## src/rtl/regfile_mp.sv

```systemverilog
// regfile_mp: parametrised multi-port general-purpose register file.
//
// Two prioritised write ports (port 1 wins on an address collision) feed a
// flop-based array. NUM_RD combinational read ports see same-cycle writes
// through a bypass. A clear sequencer zeroes the array one entry per cycle
// after reset or on request. The array is usable only while ready is high.
//
// Ports:
//   clk          clock, rising edge
//   rst          asynchronous reset, active low
//   clr          request to re-zero the array (honoured only when ready)
//   ready        array usable; low while the clear sequencer runs
//   we0/waddr0/wdata0  write port 0
//   we1/waddr1/wdata1  write port 1 (priority over port 0)
//   re           per-port read enable, bit i -> port i
//   raddr        packed read addresses, port i at [i*ADDR_W +: ADDR_W]
//   rdata        packed read data, port i at [i*DATA_W +: DATA_W]
//   wr_conflict  one-cycle pulse after an edge where both ports wrote one address
module regfile_mp #(
    parameter int unsigned DATA_W   = 32,
    parameter int unsigned ADDR_W   = 5,
    parameter int unsigned NUM_RD   = 2,
    parameter int unsigned ZERO_REG = 1
) (
    input  logic                       clk,
    input  logic                       rst,
    input  logic                       clr,
    output logic                       ready,
    input  logic                       we0,
    input  logic [ADDR_W-1:0]          waddr0,
    input  logic [DATA_W-1:0]          wdata0,
    input  logic                       we1,
    input  logic [ADDR_W-1:0]          waddr1,
    input  logic [DATA_W-1:0]          wdata1,
    input  logic [NUM_RD-1:0]          re,
    input  logic [NUM_RD*ADDR_W-1:0]   raddr,
    output logic [NUM_RD*DATA_W-1:0]   rdata,
    output logic                       wr_conflict
);

    localparam int unsigned DEPTH = 1 << ADDR_W;

    typedef enum logic [0:0] {
        StClear,
        StReady
    } state_e;

    state_e              state_q, state_d;
    logic [ADDR_W-1:0]   cnt_q, cnt_d;
    logic                conflict_q, conflict_d;

    logic [DATA_W-1:0]   mem [DEPTH];

    logic                zero_en;
    logic                wr0_zero, wr1_zero;
    logic                wr0_en, wr1_en;
    logic                in_ready;

    assign zero_en  = (ZERO_REG != 0);
    assign in_ready = (state_q == StReady);

    // Writes aimed at the hardwired zero entry are dropped entirely.
    assign wr0_zero = zero_en && (waddr0 == '0);
    assign wr1_zero = zero_en && (waddr1 == '0);
    assign wr0_en   = in_ready && we0 && !wr0_zero;
    assign wr1_en   = in_ready && we1 && !wr1_zero;

    // ------------------------------------------------------------------
    // Control FSM and clear counter
    // ------------------------------------------------------------------
    always_comb begin
        state_d    = state_q;
        cnt_d      = cnt_q;
        conflict_d = 1'b0;
        unique case (state_q)
            StClear: begin
                if (&cnt_q) begin
                    state_d = StReady;
                    cnt_d   = '0;
                end else begin
                    cnt_d = cnt_q + ADDR_W'(1);
                end
            end
            StReady: begin
                // wr1_en already excludes the zero entry, so a dropped
                // zero-register collision never raises the flag.
                conflict_d = wr0_en && wr1_en && (waddr0 == waddr1);
                if (clr) begin
                    state_d = StClear;
                    cnt_d   = '0;
                end
            end
            default: begin
                state_d = StClear;
                cnt_d   = '0;
            end
        endcase
    end

    always_ff @(posedge clk or negedge rst) begin
        if (!rst) begin
            state_q    <= StClear;
            cnt_q      <= '0;
            conflict_q <= 1'b0;
        end else begin
            state_q    <= state_d;
            cnt_q      <= cnt_d;
            conflict_q <= conflict_d;
        end
    end

    assign ready       = in_ready;
    assign wr_conflict = conflict_q;

    // ------------------------------------------------------------------
    // Storage array (no reset; zeroed by the clear sequencer)
    // ------------------------------------------------------------------
    // Port 1 is assigned last so it overrides port 0 on a shared address.
    always_ff @(posedge clk) begin
        if (state_q == StClear) begin
            mem[cnt_q] <= '0;
        end else begin
            if (wr0_en) begin
                mem[waddr0] <= wdata0;
            end
            if (wr1_en) begin
                mem[waddr1] <= wdata1;
            end
        end
    end

    // ------------------------------------------------------------------
    // Read ports with write-to-read bypass
    // ------------------------------------------------------------------
    always_comb begin
        rdata = '0;
        for (int i = 0; i < NUM_RD; i++) begin
            logic [ADDR_W-1:0] ra;
            logic [DATA_W-1:0] rd;
            ra = raddr[i*ADDR_W +: ADDR_W];
            rd = '0;
            if (!rst || !in_ready || !re[i]) begin
                rd = '0;
            end else if (zero_en && (ra == '0)) begin
                rd = '0;
            end else if (we1 && (ra == waddr1)) begin
                rd = wdata1;
            end else if (we0 && (ra == waddr0)) begin
                rd = wdata0;
            end else begin
                rd = mem[ra];
            end
            rdata[i*DATA_W +: DATA_W] = rd;
        end
    end

endmodule
```

## config.mk

```make
export PLATFORM = sky130hd
export DESIGN_NAME = regfile_mp
export DESIGN_NICKNAME = d
export VERILOG_FILES = /design/src/rtl/regfile_mp.sv
export SDC_FILE = /design/constraint.sdc
export NUM_CORES = 2
export LEC_CHECK = 0
export ABC_CLOCK_PERIOD_IN_PS = 3800
export CAP_MARGIN = 20
export CORE_MARGIN = 5
export CORE_UTILIZATION = 50
export CTS_CLUSTER_DIAMETER = 150
export DETAILED_ROUTE_END_ITERATION = 6
export HOLD_SLACK_MARGIN = 0.12
export PLACE_DENSITY = 0.7
export SLEW_MARGIN = 20
export SYNTH_ARGS = -nofsm -noshare
export SYNTH_HDL_FRONTEND = slang
export SYNTH_SLANG_ARGS = --single-unit
```

## constraint.sdc

```tcl
create_clock -name clk -period 3.8 [get_ports clk]
set_input_delay 0.76 -clock clk [delete_from_list [all_inputs] [get_ports clk]]
set_output_delay 0.76 -clock clk [all_outputs]
set_load 0.01 [all_outputs]
```

==> qor.yml <==
dp_hpwl_um: 140000
antennaDiodeCount: 0
wl_per_cell_um: 31.5
skew_ps: 28.2
switching_share: 0.291
grt_setup_unrepaired: "yes"
synthTopCellsByCount: "1,239 x nand2_1, 1,052 x o21ai_0, 1,024 x edfxtp_1"
drive_gt1_frac: 0.255
finalCritPeriodShare: 0.995
clock_sinks: 1031
grt_usage: 0.337
setup_viol: 0
start_util: 0.504
cts_root_buffer: "clkbuf_16"
placement_rows: 126
yosys.area.top_type: "edfxtp_1"
leakage_uw: 0.0237
htree_levels: 3
setup_tns_ps: 0
io_pins: 157
synth_top_area_frac: 0.517
num_vias: 47200
critPathArrivalTime_ps: 3020
ys.flop_type: "edfxtp_1"
crit_start: "waddr0[3]"
numCtsBuffers: 106
first_iter_violations: 7938
ys_seq_area_frac: 0.520
die_width_um: 355
synth_edf_count: 1024
hold_viol_final: 0
hp-class: "input pin to asynchronous set/reset pin"
hold_ws_ps: 509
p_seq_frac: 0.458
routed_wl_um: 216000
p_switching_uw: 9130
fin_crit_ps: 3780
clk_pin_slew_worst_paths_ps: 60
port_buffers: 156
reg2regPathDepth: 7
vias_per_cell: 6.90
antenna_found_initial: 0
required_ps: 3040
grt_pass1_wl_um: 311000
power_frac_clock: 0.326
powerDensity_nw_per_um2: 445
grt_max_degree: 65
internal_power_uw: 22300
finalMaxSlewViolations: 0
drc_errors: 0
synth_area_leaders: "edfxtp_1 52%, mux4_2 19%, o21ai_0 8.8%, nand2_1 7.8%, a22oi_1 3.2%"
status: "finished, final reports clean"
clk_path_buf_depth: 3
synth_seq_cells: 1031
synthCells: 5084
crit_fanout: 21
p_comb_frac: 0.216
design_area_um2: 70500
place_area_um2: 66400
final_nets: 5317
netlist_area_um2: 59500
grt_overflow_total: 0
async_reset_ff_frac: 0.00679
synth_area_per_cell_um2: 11.7
maxSlewHeadroom: 0.456
core_um2: 118000
grt_pass1_vias: 46400
ir_drop_mv: 0.463
gp_congestion: 0.921
synth_most_common_cell: "nand2_1"
yosys_warnings: 0
ant_nets: 0
cap_violations: 0
drt_first_pass_iters: 7
start_kind: "input pin"
criticalPathCategory: "input pin to output port"
area_delta_synth_final_pct: 18.5
reg2reg_slack_ps: 1020
fp.dieArea_um2: 126000
r2r_end: "mem[3][5]"
critPathCaptureType: "output port"
synth_nets: 5177
fmax_mhz: 265
clk_latency_ps: 720
die_h_um: 355
reg2reg_from: "ready"
cts_tree: "done"
synth.distinct_cells: 52
worst_pin_slew_ps: 815
==> power by group through the flow <==
| stage | Clock [µW] | Sequential, µW | Combinational, µW |
|---|---|---|---|
| 6_report | 10200 | 14400 | 6770 |
| 3_5_place_dp | 0 | 14600 | 6390 |
| 4_1_cts | 10300 | 14400 | 6510 |
| 5_1_grt | 10700 | 14500 | 6940 |
| 2_1_floorplan | 0 | 14500 | 3320 |
| 3_3_place_gp | 0 | 14500 | 6300 |
==> cell usage in the layout, fill, tap and decap left out, types with 10 or more instances in the layout <==
master,instances
a22oi_1,243
o22ai_2,28
dlygate4sd2_1,48
buf_12,170
a22oi_2,13
buf_4,335
clkbuf_1,13
xnor2_1,16
clkdlybuf4s50_1,82
inv_1,37
nor2_4,19
clkinv_2,22
nand2_1,1231
clkinv_1,34
buf_6,15
o21ai_1,74
o21bai_4,12
o22ai_4,27
clkbuf_16,108
nor3_2,12
o22ai_1,30
mux4_2,512
o21ai_0,1050
clkbuf_2,10
edfxtp_1,1024
==> through the flow <==
stage	worst slack, ps	cells	utilization	power (µW)
2_1_floorplan	-134	5084	-	17800
3_3_place_gp	-843	6622	0.562	20800
3_5_place_dp	-817	6622	0.562	21000
4_1_cts	-137	6835	0.595	31100
5_1_grt	-20.9	6846	0.597	32200
6_report	20.5	6846	0.597	31400
==> layer usage <==
metal / global-route usage / routed length [µm]
met5: 0.00577 / 101
met4: 0.190 / 15300
met3: 0.0927 / 34100
met2: 0.513 / 95500
met1: 0.441 / 71000
==> sequential cells by signal, indices dropped and copies added (netlist names) <==
register	flops
ready	1
cnt_q	5
mem	1024
wr_conflict	1
==> how the worst max path moves through the flow <==
stage,end,cells past startpoint,slack [ps]
floorplan,mem[10][0],6,-130
global placement,rdata[63],11,-840
detailed placement,rdata[63],11,-820
CTS,rdata[2],9,-140
global route,rdata[24],10,-20
finish,rdata[4],9,20
==> critical path, stage by stage <==
cell and delay (ps):
clkdlybuf4s50_1 520, buf_4 160, buf_4 180, xnor2_1 130
nand4_1 280, buf_4 370, o21ai_0 180, o21ai_0 120
dlygate4sd2_1 310
==> layout make-up <==
class                   count  area, µm²
inverters                  37        139
clock inverters            73        554
flip-flops and latches   1031      30900
multi-input cells        3364      26400
well taps                1536       1920
fillers                  8956      47500
clock buffers             121       2750
repair buffers            684       7810
==> what timing repair did <==
action	in CTS	in global routing
gates resized for setup	134	68
gates cloned	3	0
pin swaps	12	9
setup endpoints to repair	64	59
setup buffers	16	12
hold buffers	0	0
==> cell families after synthesis <==
family | count (synthesis) | share of synthesized area
fa+ha+maj | 2 | 0.000420
compound gates | 1495 | 0.140
flops | 1031 | 0.520
simple gates | 1326 | 0.0894
xor+xnor | 26 | 0.00383
mux | 514 | 0.194
buf+inv | 690 | 0.0529
No activity file was read; power rests on OpenSTA's default activity.
